$ cat src/rtl/bus_pkg.sv
// Shared types and defaults for the fabric peripheral bus initiator.
package bus_pkg;

   localparam int unsigned BUS_ADDR_W = 24;
   localparam int unsigned BUS_DATA_W = 32;

   typedef struct packed {
      logic                    we;
      logic [BUS_DATA_W/8-1:0] be;
      logic [BUS_ADDR_W-1:0]   addr;
      logic [BUS_DATA_W-1:0]   wdata;
   } bus_cmd_t;

   typedef enum logic [1:0] {
      S_IDLE,
      S_REQ,
      S_WAIT,
      S_RSP
   } bus_state_e;

   // Timeout counter width: enough to hold limit, never narrower than 8 bits.
   function automatic int unsigned cnt_width(input int unsigned limit);
      return ($clog2(limit + 1) > 8) ? $clog2(limit + 1) : 8;
   endfunction

endpackage

$ cat src/rtl/bus_cmd_fifo.sv
// Synchronous command FIFO with full/empty flags and asynchronous active-high reset.
module bus_cmd_fifo
   import bus_pkg::*;
#(
   parameter type         T     = bus_cmd_t,
   parameter int unsigned DEPTH = 4
) (
   input  logic clk,
   input  logic rst,
   input  logic i_push,
   input  T     i_data,
   input  logic i_pop,
   output T     o_data,
   output logic o_full,
   output logic o_empty
);

   localparam int unsigned PTR_W = $clog2(DEPTH);

   T                 r_mem [DEPTH];
   logic [PTR_W:0]   r_wr_ptr;
   logic [PTR_W:0]   r_rd_ptr;
   logic             w_do_push;
   logic             w_do_pop;

   // Extra pointer bit distinguishes full from empty when the indices match.
   assign o_empty   = (r_wr_ptr == r_rd_ptr);
   assign o_full    = (r_wr_ptr[PTR_W] != r_rd_ptr[PTR_W]) &&
                      (r_wr_ptr[PTR_W-1:0] == r_rd_ptr[PTR_W-1:0]);
   assign o_data    = r_mem[r_rd_ptr[PTR_W-1:0]];
   assign w_do_push = i_push & ~o_full;
   assign w_do_pop  = i_pop & ~o_empty;

   always_ff @(posedge clk) begin
      if (w_do_push) begin
         r_mem[r_wr_ptr[PTR_W-1:0]] <= i_data;
      end
   end

   always_ff @(posedge clk or posedge rst) begin
      if (rst) begin
         r_wr_ptr <= '0;
         r_rd_ptr <= '0;
      end else begin
         if (w_do_push) begin
            r_wr_ptr <= r_wr_ptr + (PTR_W+1)'(1);
         end
         if (w_do_pop) begin
            r_rd_ptr <= r_rd_ptr + (PTR_W+1)'(1);
         end
      end
   end

endmodule

$ cat src/rtl/bus_initiator.sv
// Peripheral bus initiator: queues user commands, issues them one at a time, returns completions.
// Optional GNT/RVALID timeout enabled by defining BUS_TIMEOUT_EN.
module bus_initiator
   import bus_pkg::*;
#(
   parameter int unsigned ADDR_W    = BUS_ADDR_W,
   parameter int unsigned DATA_W    = BUS_DATA_W,
   parameter int unsigned CMD_DEPTH = 4,
   parameter int unsigned TIMEOUT   = 255
) (
   input  logic                clk,
   input  logic                rst,
   input  logic                cmd_valid,
   output logic                cmd_ready,
   input  logic                cmd_we,
   input  logic [DATA_W/8-1:0] cmd_be,
   input  logic [ADDR_W-1:0]   cmd_addr,
   input  logic [DATA_W-1:0]   cmd_wdata,
   output logic                rsp_valid,
   input  logic                rsp_ready,
   output logic                rsp_we,
   output logic [DATA_W-1:0]   rsp_rdata,
   output logic                rsp_err,
   output logic                REQ,
   output logic                WE,
   output logic [DATA_W/8-1:0] BE,
   output logic [ADDR_W-1:0]   ADDR,
   output logic [DATA_W-1:0]   WDATA,
   input  logic                GNT,
   input  logic                RVALID,
   input  logic [DATA_W-1:0]   RDATA
);

   localparam int unsigned BE_W = DATA_W / 8;

   typedef struct packed {
      logic              we;
      logic [BE_W-1:0]   be;
      logic [ADDR_W-1:0] addr;
      logic [DATA_W-1:0] wdata;
   } cmd_t;

   if (CMD_DEPTH < 2 || (CMD_DEPTH & (CMD_DEPTH - 1)) != 0 || TIMEOUT < 1) begin : g_bad_param
      $error("bus_initiator: CMD_DEPTH must be a power of 2 >= 2 and TIMEOUT >= 1");
   end

   cmd_t              w_push_cmd;
   cmd_t              w_head;
   logic              w_full;
   logic              w_empty;
   logic              w_push;
   logic              w_pop;

   bus_state_e        r_state;
   logic              r_rdy_en;
   logic              r_req;
   logic              r_we;
   logic [BE_W-1:0]   r_be;
   logic [ADDR_W-1:0] r_addr;
   logic [DATA_W-1:0] r_wdata;
   logic              r_rsp_valid;
   logic              r_rsp_we;
   logic [DATA_W-1:0] r_rsp_rdata;

`ifdef BUS_TIMEOUT_EN
   localparam int unsigned CNT_W = cnt_width(TIMEOUT);
   logic [CNT_W-1:0]  r_cnt;
   logic              r_rsp_err;
   logic              w_expired;

   // Expires on the TIMEOUT-th cycle spent in REQ or WAIT.
   assign w_expired = (r_cnt == CNT_W'(TIMEOUT - 1));
   assign rsp_err   = r_rsp_err;
`else
   assign rsp_err   = 1'b0;
`endif

   // Ready is held low until the first clock after reset release.
   assign cmd_ready  = r_rdy_en & ~w_full;
   assign w_push     = cmd_valid & cmd_ready;
   assign w_pop      = (r_state == S_IDLE) & ~w_empty;
   assign w_push_cmd = '{we: cmd_we, be: cmd_be, addr: cmd_addr, wdata: cmd_wdata};

   bus_cmd_fifo #(
      .T     (cmd_t),
      .DEPTH (CMD_DEPTH)
   ) u_cmd_fifo (
      .clk     (clk),
      .rst     (rst),
      .i_push  (w_push),
      .i_data  (w_push_cmd),
      .i_pop   (w_pop),
      .o_data  (w_head),
      .o_full  (w_full),
      .o_empty (w_empty)
   );

   always_ff @(posedge clk or posedge rst) begin
      if (rst) begin
         r_state     <= S_IDLE;
         r_rdy_en    <= 1'b0;
         r_req       <= 1'b0;
         r_we        <= 1'b0;
         r_be        <= '0;
         r_addr      <= '0;
         r_wdata     <= '0;
         r_rsp_valid <= 1'b0;
         r_rsp_we    <= 1'b0;
         r_rsp_rdata <= '0;
`ifdef BUS_TIMEOUT_EN
         r_cnt       <= '0;
         r_rsp_err   <= 1'b0;
`endif
      end else begin
         r_rdy_en <= 1'b1;
         case (r_state)
            S_IDLE: begin
               if (!w_empty) begin
                  r_req   <= 1'b1;
                  r_we    <= w_head.we;
                  r_be    <= w_head.be;
                  r_addr  <= w_head.addr;
                  r_wdata <= w_head.wdata;
                  r_state <= S_REQ;
`ifdef BUS_TIMEOUT_EN
                  r_cnt   <= '0;
`endif
               end
            end
            S_REQ: begin
               if (GNT) begin
                  r_req <= 1'b0;
                  if (RVALID) begin
                     r_rsp_valid <= 1'b1;
                     r_rsp_we    <= r_we;
                     r_rsp_rdata <= r_we ? '0 : RDATA;
`ifdef BUS_TIMEOUT_EN
                     r_rsp_err   <= 1'b0;
`endif
                     r_state     <= S_RSP;
                  end else begin
                     r_state <= S_WAIT;
`ifdef BUS_TIMEOUT_EN
                     r_cnt   <= '0;
`endif
                  end
               end
`ifdef BUS_TIMEOUT_EN
               else if (w_expired) begin
                  r_req       <= 1'b0;
                  r_rsp_valid <= 1'b1;
                  r_rsp_we    <= r_we;
                  r_rsp_rdata <= '0;
                  r_rsp_err   <= 1'b1;
                  r_state     <= S_RSP;
               end else begin
                  r_cnt <= r_cnt + CNT_W'(1);
               end
`endif
            end
            S_WAIT: begin
               if (RVALID) begin
                  r_rsp_valid <= 1'b1;
                  r_rsp_we    <= r_we;
                  r_rsp_rdata <= r_we ? '0 : RDATA;
`ifdef BUS_TIMEOUT_EN
                  r_rsp_err   <= 1'b0;
`endif
                  r_state     <= S_RSP;
               end
`ifdef BUS_TIMEOUT_EN
               else if (w_expired) begin
                  r_rsp_valid <= 1'b1;
                  r_rsp_we    <= r_we;
                  r_rsp_rdata <= '0;
                  r_rsp_err   <= 1'b1;
                  r_state     <= S_RSP;
               end else begin
                  r_cnt <= r_cnt + CNT_W'(1);
               end
`endif
            end
            S_RSP: begin
               if (rsp_ready) begin
                  r_rsp_valid <= 1'b0;
                  r_state     <= S_IDLE;
               end
            end
            default: r_state <= S_IDLE;
         endcase
      end
   end

   assign REQ       = r_req;
   assign WE        = r_we;
   assign BE        = r_be;
   assign ADDR      = r_addr;
   assign WDATA     = r_wdata;
   assign rsp_valid = r_rsp_valid;
   assign rsp_we    = r_rsp_we;
   assign rsp_rdata = r_rsp_rdata;

endmodule

$ cat config.mk
export PLATFORM = sky130hd
export DESIGN_NAME = bus_initiator
export DESIGN_NICKNAME = d
export VERILOG_FILES = /design/src/rtl/bus_pkg.sv /design/src/rtl/bus_cmd_fifo.sv /design/src/rtl/bus_initiator.sv
export SDC_FILE = /design/constraint.sdc
export NUM_CORES = 1
export LEC_CHECK = 0
export CORE_MARGIN = 1.5
export CORE_UTILIZATION = 30
export DETAILED_ROUTE_END_ITERATION = 10
export GPL_TIMING_DRIVEN = 0
export SLEW_MARGIN = 20
export SYNTH_ARGS = -nofsm -noshare
export SYNTH_HDL_FRONTEND = slang
export SYNTH_SLANG_ARGS = --single-unit
$ cat constraint.sdc
create_clock -name clk -period 3.9 [get_ports clk]
set_clock_uncertainty 0.15 [all_clocks]
set_input_delay 0.39 -clock clk [delete_from_list [all_inputs] [get_ports clk]]
set_output_delay 0.39 -clock clk [all_outputs]
set_load 0.05 [all_outputs]
# == Word level (Yosys, flattened, before mapping) ==
# Memory sizes are Yosys's and may differ from the RTL's. A register that Yosys moved wholly into a read port is not among the register bits.
# Cells that the tools add are included.
# totals
ff_bits,44
latchBits,0
mem_bits_rw,244
romBits,0
out_inout_bits,98
wordCells,60
mem_count,1
# op_classes
n_addsub,2
mul,0
n_div,0
order_cmp,0
eq_ne,10
shifts,0
mux,22
bitwise,7
reduce_logical,10
# mem_list
name,words,word_bits,read_ports,rd_clocked_by_memory_dff,write_ports,line,text
u_cmd_fifo.r_mem,4,61,1,1,1,bus_cmd_fifo.sv:20,T r_mem [DEPTH];
# op_table
op,n
$mux W32,3
$pmux W32 S2,1
$mux W1,10
$mux W2,4
$ne A2 B2 Y1 const B,4
$pmux W2 S4,1
$add A3 B1 Y3 const B,2
$reduce_and A3 Y1,2
$and A1 B1 Y1,5
$eq A2 B2 Y1 const B,2
$pmux W1 S2,2
$reduce_and A2 Y1,2
$reduce_and A4 Y1,1
$reduce_bool A2 Y1,2
$eq A3 B3 Y1,1
$pmux W1 S3,1
$reduce_bool A3 Y1,1
$eq A2 B1 Y1 const B,1
$eq A2 B2 Y1,1
$logic_not A2 Y1,1
$not A1 Y1,2
$logic_and A1 B1 Y1,1
$ne A1 B1 Y1,1

# == Logic depth before layout (Yosys ltp) ==
# Gate-level depths: netlist of the first run.
# depth
ltp_word,8
ltp_mapped,8
depth_no_buf,6

# == Hierarchy ==
# A second synthesis of the first run with hierarchy kept.
# unflattened
hier_cells,676
area_unflattened_um2,13379.1
# modules_own_cells
mod,n_inst,cells_per_inst,area_each_um2,seq_area_each_um2
bus_cmd_fifo,1,368,9312.7,7477.2
bus_initiator,1,308,4066.4,2477.4

# == Worst setup path after synthesis of the first run ==
# Ideal clock, no wire load.
# synth_timing
path_kind,reg-to-reg
startpoint,register u_cmd_fifo.r_rd_ptr[0]
endpoint,"memory u_cmd_fifo.r_mem[3][0] (netlist name), enable pin"
setup_ns,0.427
arrival_time_ns,2.514
t_required_ns,3.323
slack_ns,0.810
path_stages_with_launch,5
path_buffers,1
period_less_slack_ns,3.090
cell_sequence,dfrtp_1 > buf_2 > xnor2_1 > a31oi_2 > and2_1
# synth_via
elab_chain_len,8
# synth_lines
item,line,text
from (decl),bus_cmd_fifo.sv:22,logic [PTR_W:0] r_rd_ptr;
from (signal assigned),bus_cmd_fifo.sv:49,r_rd_ptr <= r_rd_ptr + (PTR_W+1)'(1);
$eq A2 B2 Y1 (*),bus_cmd_fifo.sv:29,(r_wr_ptr[PTR_W-1:0] == r_rd_ptr[PTR_W-1:0]);
$logic_and A1 B1 Y1 (*),bus_cmd_fifo.sv:28,assign o_full = (r_wr_ptr[PTR_W] != r_rd_ptr[PTR_W]) &&
$not A1 Y1 (*),"bus_cmd_fifo.sv:31, bus_initiator.sv:79",
$and A1 B1 Y1,bus_initiator.sv:79,assign cmd_ready = r_rdy_en & ~w_full;
$and A1 B1 Y1,bus_initiator.sv:80,assign w_push = cmd_valid & cmd_ready;
$and A1 B1 Y1 (*),bus_cmd_fifo.sv:31,assign w_do_push = i_push & ~o_full;
$mux W1 (*),bus_cmd_fifo.sv:35,if (w_do_push) begin
$mux W1 (not written as such) (*),bus_cmd_fifo.sv:36,r_mem[r_wr_ptr[PTR_W-1:0]] <= i_data;
to (decl),bus_cmd_fifo.sv:20,
# Mark *: on every way between the ends. The rest lies on a longest branch, timed or not.

# == Final worst setup path of the first run ==
# layout_timing
startpoint,register u_cmd_fifo.r_rd_ptr[0]
endpoint,output cmd_ready
# layout_via
elab_chain_len,4
# layout_lines
item,line,text
$eq A2 B2 Y1,bus_cmd_fifo.sv:29,
$logic_and A1 B1 Y1,bus_cmd_fifo.sv:28,
$not A1 Y1,bus_initiator.sv:79,
$and A1 B1 Y1,bus_initiator.sv:79,
to (decl),bus_initiator.sv:14,"output logic cmd_ready,"
# No other way between the ends.

==> out/results.tsv, run 1 <==
metric	value	unit
status	complete, no violations	
synth_edf_count	244	
cts_buffers	41	
areaGrowthSynthToFinish	31.3	%
drive_above_1_share	22.0	%
p_leak	6.26	nW
end_kind	output port	
grt_use_total	13.1	%
cp.depth	4	
cpLargestDelayFamily	buffers and inverters	
num_vias	6760	
grt_first_pass_wirelength	45400	um
yosys_warnings	0	
postCtsSetupBuffers	0	
row_count	77	
fin_crit_sh	78.8	%
synthCells	664	
ys_seq_elements	349	
critPathSlowestCell	clkdlybuf4s50_1	
cts-hold-fix-buffers	0	
clk_pin_slew	0.06	ns
setup_tns	0	ns
syn_area_per_cell	20.1	sq um
pwr_density_cell	886	nW/um^2
setup_viol	0	
htree_levels	2	
yosys_most_used_dff	edfxtp_1	
critPathArrivalTime	2.54	ns
synthesis.area	13400	sq um
cp_max_fo	10	
path_cells	buf_2 -> xor2_1 -> o31a_1 -> clkdlybuf4s50_1	
wl	29300	um
path_buf_inv	2	
ys_top_cells_by_area	edfxtp_1, dfrtp_1, mux4_2, mux2_4, nand2b_1	
port_buffers	195	
slew_viol_final	0	
drc	0	
initial_core_util	30.3	%
wl_per_cell	19.1	um
grt_max_degree	68	
fmax	325	MHz
crit_type	reg -> out	
die_w	214	um
stdcell_area	17500	sq um
die_h	214	um
critPathMaxStageDelay	0.83	ns
synthArstFlopShare	30.1	%
antenna_found_initial	3	
cts_resized	0	
synth_cell_type_count	32	
maxSlewHeadroom	51.9	%
worstRegToRegCells	5	
synth_top_area_share	54.9	%
ant_nets	0	
finalNetCount	1015	
hold_ws	0.0971	ns
peakVddDrop	0.000496	V
rsz0062_at_grt	false	
final.min_clock_period	3.08	ns
critPathLaunchType	flip-flop	
grt_pass1_vias	7448	
tightest_slew	0.721	ns
fp.dieArea	45800	sq um
ys_seq_area_share	74.5	%
clockRootBuffer	clkbuf_16	
finalHoldViolations	0	
cts_buffer_depth	3	
insertion_delay	0.55	ns
via_per_inst	4.41	
dr.first_iter.drc_count	346	
grt_overflow	0	
dr.pass1.iters	4	
clock_sinks	349	
crit_required	3.36	ns
coreArea	44000	sq um
place.gp.congestion	0.789	
cts_tree	done	
ios	197	
total_power	15.5	mW
synth_top_cell_by_area	edfxtp_1	
synth_nets	772	
fillerInstances	4017	
hold_path_class	in -> async	
finalNonFillerCells	1532	
placed_cell_area	16200	sq um
dp.cells	1456	
hpwl	18200	um
maxCapViolCount	0	
[report_power, final]
| group | internal, mW | switching [mW] | total, mW |
|---|---|---|---|
| combinational | 2.77 | 3.64 | 6.41 |
| sequential | 4.87 | 0.424 | 5.29 |
| clock | 2.35 | 1.50 | 3.84 |
| total | 9.98 | 5.56 | 15.5 |
[path summary, 6_finish.rpt]
kind | from | endpoint | slack, ns
worst max register to register | u_cmd_fifo.r_rd_ptr[0] | u_cmd_fifo.r_mem[2][49] | 1.19
worst max-delay path | u_cmd_fifo.r_rd_ptr[0] | cmd_ready | 0.82
worst min-delay path | rst | ADDR[23] | 0.1
min in group clk | RDATA[20] | rsp_rdata[20] | 0.25
max in group asynchronous | rst | ADDR[8] | 2.81
worst min register to register | rsp_rdata[6] | rsp_rdata[6] | 0.33
[cell type report]
| cell class | count | area (sq um) | share of cell area [%] |
|---|---|---|---|
| Sequential cell | 349 | 9950 | 56.8 |
| Multi-Input combinational cell | 276 | 3190 | 18.2 |
| Timing Repair Buffer | 200 | 2060 | 11.7 |
| Clock buffer | 58 | 1160 | 6.63 |
| Tap cell | 592 | 741 | 4.22 |
| Clock inverter | 17 | 196 | 1.12 |
| Buffer | 32 | 194 | 1.11 |
| Inverter | 7 | 33.8 | 0.193 |
| Antenna cell | 1 | 2.50 | 0.0143 |
[synth_stat cells, types with 3 or more instances]
master	instances
edfxtp_1	244
buf_2	8
nor2_1	3
mux4_2	61
buf_1	5
mux2_4	56
clkbuf_1	10
mux2_1	5
and2_1	4
xor2_1	4
o31ai_1	3
xnor2_1	6
inv_1	7
o21ai_1	33
dfrtp_1	105
buf_6	8
nand2b_1	32
nand2_1	44
ha_1	9
[registers in the layout, indices dropped and copies added, names as in the netlist]
signal,count
REQ,1
WE,1
rsp_rdata,32
r_rdy_en,1
u_cmd_fifo.r_mem,244
u_cmd_fifo.r_rd_ptr,3
BE,4
u_cmd_fifo.r_wr_ptr,3
WDATA,32
ADDR,24
rsp_we,1
rsp_valid,1
r_state,2
[per-layer routing]
metal	GRT usage [%]	part of all wire (%)	wire length [um]
met5	0	0.044	13
met4	4.82	2.2	636
met3	3.72	6.2	1820
met2	20.9	47	13800
met1	17.1	44	12900
[metrics by stage]
stage,utilization (%),setup WS [ns]
2_1_floorplan,-,0.599
3_3_place_gp,36.5,-1.96
3_5_place_dp,36.7,1.06
4_1_cts,39.8,0.696
5_1_grt,39.8,0.676
6_report,39.8,0.825
[cell families (layout without fill, tap and decap cells)]
family,count (synthesis),after routing,share of synthesized area (%)
fa+ha+maj,9,9,0.843
other cells,2,3,0.0562
flops,349,349,74.5
mux,124,124,17.2
xor+xnor,10,10,0.656
simple gates,86,86,3.14
compound gates,45,45,1.97
buf+inv,39,314,1.65
[cell usage in the layout, fill, tap and decap left out, types with 5 or more instances in the layout]
cell / count
buf_1: 5
buf_2: 8
buf_6: 8
clkbuf_1: 22
clkbuf_16: 43
clkdlybuf4s50_1: 195
clkinv_2: 5
dfrtp_1: 105
edfxtp_1: 244
ha_1: 9
inv_1: 6
mux2_1: 5
mux2_4: 56
mux4_2: 61
nand2_1: 44
nand2b_1: 32
o21ai_1: 33
xnor2_1: 6
[worst register-to-register path: cells and delay by family, from the launching register on]
family,cells,cell delay [ns]
AO/OA/AOI/OAI,1,0.39
XOR/XNOR,1,0.16
buffers and inverters,2,0.67
flip-flops,1,0.34
AND/OR/NAND/NOR,1,0.66
Note: power is estimated with default switching activity, not from simulation.
==> run 2, diff against run 1 <==
Clock period 3.9 ns to 3.1 ns, I/O delays scaled along.
==> run 2 against run 1 <==
- via count is 0.92% lower
- first-iteration DRC count shrank 21%
- clock power increased by 16%
- die area unchanged
- combinational power rose by 26%
- sequential power is 25% higher
- worst setup slack got worse by 0.42 ns
- largest power group unchanged
- highest routed layer unchanged
==> out/results.tsv, run 2 (synthesis results as in run 1) <==
metric	value	unit
ant_nets	0	
fp.dieArea	45800	sq um
finalNonFillerCells	1532	
final.min_clock_period	2.69	ns
grt_overflow	0	
antenna_found_initial	3	
cts_tree	done	
fmax	371	MHz
final_cell_mix	edfxtp_1, clkdlybuf4s50_1, dfrtp_1, mux4_2, mux2_4	
setup_viol	0	
finalNetCount	1018	
status	complete, no violations	
maxSlewHeadroom	47.1	%
drc	0	
grt_max_degree	39	
maxCapViolCount	0	
crit_type	reg -> reg	
grt_pass1_vias	7262	
dr.pass1.iters	4	
rsz0062_at_grt	false	
cts_buffer_depth	3	
dr.first_iter.drc_count	273	
num_vias	6698	
cpLargestDelayFamily	simple AND/OR/NAND/NOR gates	
p_comb_share	42.2	%
clock_sinks	349	
dp.cells	1459	
drive_above_1_share	22.0	%
clockRootBuffer	clkbuf_16	
coreArea	44000	sq um
clock_power_share	23.2	%
critPathSlowestCell	and2_4	
end_kind	flip-flop	
die_h	214	um
via_per_inst	4.37	
layout_commonest_cell	edfxtp_1	
hold_path_class	in -> reg	
row_count	77	
largest_register_ffs	244	
ios	197	
wl_per_cell	19.2	um
post-route-util	39.7	%
critPathArrivalTime	2.77	ns
tightest_slew	0.794	ns
critPathLaunchType	flip-flop	
pwr_density_cell	1100	nW/um^2
peakVddDrop	0.000525	V
insertion_delay	0.53	ns
p_seq_share	34.6	%
finalHoldViolations	0	
cp_max_fo	38	
path_cells	buf_2 -> xnor2_1 -> a31oi_2 -> and2_4 -> buf_12	
wl	29400	um
crit_required	3.17	ns
cts_buffers	40	
initial_core_util	30.3	%
areaGrowthSynthToFinish	30.9	%
critPathMaxStageDelay	0.66	ns
path_buf_inv	2	
grt_use_total	13.0	%
slew_viol_final	0	
clk_pin_slew	0.06	ns
total_power	19.2	mW
die_w	214	um
htree_levels	2	
place.gp.congestion	0.783	
grt_first_pass_wirelength	44800	um
switching_share	36.2	%
switchingPower	6.94	mW
fin_crit_sh	86.9	%
hpwl	18300	um
power.internal	12.2	mW
p_leak	6.23	nW
port_buffers	195	
## run 2: cell type report
class	count	area [sq um]
inverters	7	30.0
plain buffers	32	194
clock inverters	18	155
diodes	1	2.50
clock buffers	53	1080
well taps	592	741
repair buffers	204	2140
flip-flops and latches	349	9950
multi-input cells	276	3190
fillers	4065	26500
## run 2: power by group through the flow
| stage | Clock [mW] | Combinational, mW | Sequential, mW |
|---|---|---|---|
| 2_1_floorplan | 0 | 3.58 | 8.81 |
| 3_3_place_gp | 0 | 8.14 | 6.76 |
| 3_5_place_dp | 0 | 8.28 | 6.72 |
| 4_1_cts | 4.64 | 8.28 | 6.65 |
| 5_1_grt | 4.81 | 8.61 | 6.75 |
| 6_report | 4.45 | 8.10 | 6.63 |
## run 2: timing repair
item / in CTS / in global routing
buffers inserted: 0 / 0
gates resized for setup: 0 / 1
hold buffers: 1 / 0
setup endpoints to repair: 0 / 1
endpoints found under the hold margin: 11 / 0
## run 2: final timing paths
kind,start,endpoint,slack (ns),cells after the start
max,u_cmd_fifo.r_rd_ptr[0],u_cmd_fifo.r_mem[3][58],0.41,5
min,RDATA[21],rsp_rdata[21],0.17,3
max reg2reg,u_cmd_fifo.r_rd_ptr[0],u_cmd_fifo.r_mem[3][58],0.41,5
min reg2reg,rsp_rdata[26],rsp_rdata[26],0.33,2
max in group asynchronous,rst,ADDR[4],1.56,5
min in group asynchronous,rst,rsp_rdata[0],0.52,3
## run 2: worst register-to-register path, stage by stage, from the launching register on
cell	delay [ns]
dfrtp_1	0.34
buf_2	0.35
xnor2_1	0.16
a31oi_2	0.41
and2_4	0.66
buf_12	0.29
## run 2: routing by layer
| metal | share of wire (%) | up-vias | track usage, % |
|---|---|---|---|
| met5 | 0.085 | - | 0 |
| met4 | 2.2 | 4 | 4.44 |
| met3 | 6.1 | 47 | 3.50 |
| met2 | 47 | 188 | 20.8 |
| met1 | 44 | 3401 | 17.0 |
| li1 | - | 3058 | - |
## run 2: metrics by stage
| stage | setup TNS (ns) | hold WS (ns) | instance area (sq um) | setup WS, ns |
|---|---|---|---|---|
| after global placement | -445.92 | 0.319 | 16100 | -1.80 |
| after detailed placement | 0 | 0.326 | 16200 | 0.321 |
| after floorplan | 0 | 0.259 | 13400 | 0.00960 |
| after global routing | 0 | 0.177 | 17500 | 0.180 |
| final | 0 | 0.173 | 17500 | 0.406 |
| after CTS | 0 | 0.124 | 17500 | 0.0251 |
==> run 3, diff against run 2 <==
Settings changed: REMOVE_ABC_BUFFERS from default to 1.
==> run 3 against run 2 <==
- flip-flop and latch count unchanged
- combinational power decreased by 2%
- non-clock buffer count decreased by 27
- critical path type is now reg -> out
- core utilization about the same
==> out/results.tsv, run 3 (synthesis results as in run 1) <==
metric	value	unit
num_vias	6589	
dr.first_iter.drc_count	297	
cts-hold-fix-buffers	0	
placed_cell_area	16200	sq um
final_cell_mix	edfxtp_1, clkdlybuf4s50_1, dfrtp_1, mux4_2, mux2_4	
antenna_found_initial	1	
post-route-util	39.8	%
peakVddDrop	0.000644	V
critPathLaunchType	flip-flop	
coreArea	44000	sq um
grt_use_total	12.4	%
drive_above_1_share	21.9	%
cts_buffer_depth	3	
dr_wl_met3	2030	um
tightest_slew	0.830	ns
cp.depth	4	
via_per_inst	4.37	
path_buf_inv	2	
hold_path_class	in -> async	
areaGrowthSynthToFinish	31.1	%
wl_per_cell	18.5	um
critPathMaxStageDelay	0.67	ns
maxCapViolCount	0	
htree_levels	2	
path_cells	buf_16 -> xor2_1 -> o31a_1 -> dlygate4sd2_1	
p_leak	6.24	nW
worstRegToRegCells	5	
stdcell_area	17500	sq um
end_kind	output port	
place.gp.congestion	0.782	
multi_input_comb_area	3200	sq um
slew_viol_final	0	
fmax	344	MHz
cp_max_fo	26	
grt_pass1_vias	7153	
clk_pin_slew	0.06	ns
grt_max_degree	65	
critPathArrivalTime	2.45	ns
die_w	214	um
wl_met1	12000	um
finalNetCount	991	
fp.dieArea	45800	sq um
final.min_clock_period	2.91	ns
initial_core_util	30.3	%
fin_ws	0.193	ns
critPathSlowestCell	dfrtp_4	
cts_tree	done	
hpwl	17100	um
die_h	214	um
dr_wl_met2	13400	um
largest_register_ffs	244	
status	complete, no violations	
crit_required	2.64	ns
total_power	19.3	mW
maxSlewHeadroom	44.7	%
dr.pass1.iters	4	
ios	197	
port_buffers	195	
crit_type	reg -> out	
wl	27900	um
setup_viol	0	
seqCellArea	9960	sq um
grt_overflow	0	
rsz0062_at_grt	false	
pre_cts_slack	0.0207	ns
clock_sinks	349	
row_count	77	
insertion_delay	0.55	ns
fillerInstances	4018	
finalHoldViolations	0	
grt_first_pass_wirelength	43300	um
topRoutingLayerUsed	met4	
clockRootBuffer	clkbuf_16	
fin_crit_sh	93.8	%
layout_commonest_cell	edfxtp_1	
pwr_density_cell	1100	nW/um^2
cpLargestDelayFamily	buffers and inverters	
ant_nets	0	
cts_buffers	40	
drc	0	
-- run 3: where the power goes --
| group | internal (mW) | switching (mW) | total [mW] | leakage, nW |
|---|---|---|---|---|
| logic | 3.60 | 4.35 | 7.95 | 2.13 |
| registers | 6.13 | 0.696 | 6.82 | 3.48 |
| clock network | 2.69 | 1.84 | 4.53 | 0.624 |
| total | 12.4 | 6.88 | 19.3 | 6.24 |
-- run 3: layer usage --
layer / vias up / global-route usage, %
met5: - / 0
met4: 0 / 4.26
met3: 35 / 4.28
met2: 187 / 20.0
met1: 3360 / 15.5
li1: 3007 / -
-- run 3: through the flow --
step / cells / hold slack, ns / TNS [ns]
detailed placement: 1432 / 0.313 / 0
finish: 1507 / 0.0272 / 0
CTS: 1506 / 0.0302 / 0
global route: 1506 / 0.0415 / 0
global placement: 1419 / 0.316 / -1929.29
floorplan: 632 / 0.259 / -724.25
-- run 3: area by class of cell --
| class | instances | share of cell area, % |
|---|---|---|
| sequential | 349 | 56.9 |
| clock buffer | 58 | 6.63 |
| timing repair buffer | 209 | 13.1 |
| multi-input combinational | 276 | 18.3 |
| antenna | 1 | 0.0143 |
| inverter | 7 | 0.193 |
| clock inverter | 15 | 0.657 |
| tap | 592 | 4.23 |
-- run 3: final timing paths --
path	start	endpoint	slack (ns)
setup / recovery	u_cmd_fifo.r_rd_ptr[0]	cmd_ready	0.19
hold / removal	rst	REQ	0.03
setup reg to reg	u_cmd_fifo.r_rd_ptr[0]	u_cmd_fifo.r_mem[3][0]	0.29
hold reg to reg	WDATA[27]	WDATA[27]	0.32
max in group asynchronous	rst	ADDR[11]	2.09
min in group clk	RDATA[17]	rsp_rdata[17]	0.18
-- run 3: timing repair --
action / in CTS / in global routing
setup buffers: 1 / 0
endpoints found under the hold margin: 0 / 0
resized for setup: 1 / 0
setup endpoints to repair: 1 / 0
-- run 3: worst register-to-register path, cell delays in order (launching register included) --
cell and delay, ns:
dfrtp_4 0.67, buf_16 0.27, xnor2_1 0.14, a31oi_2 0.40, and2_4 0.50, buf_16 0.29
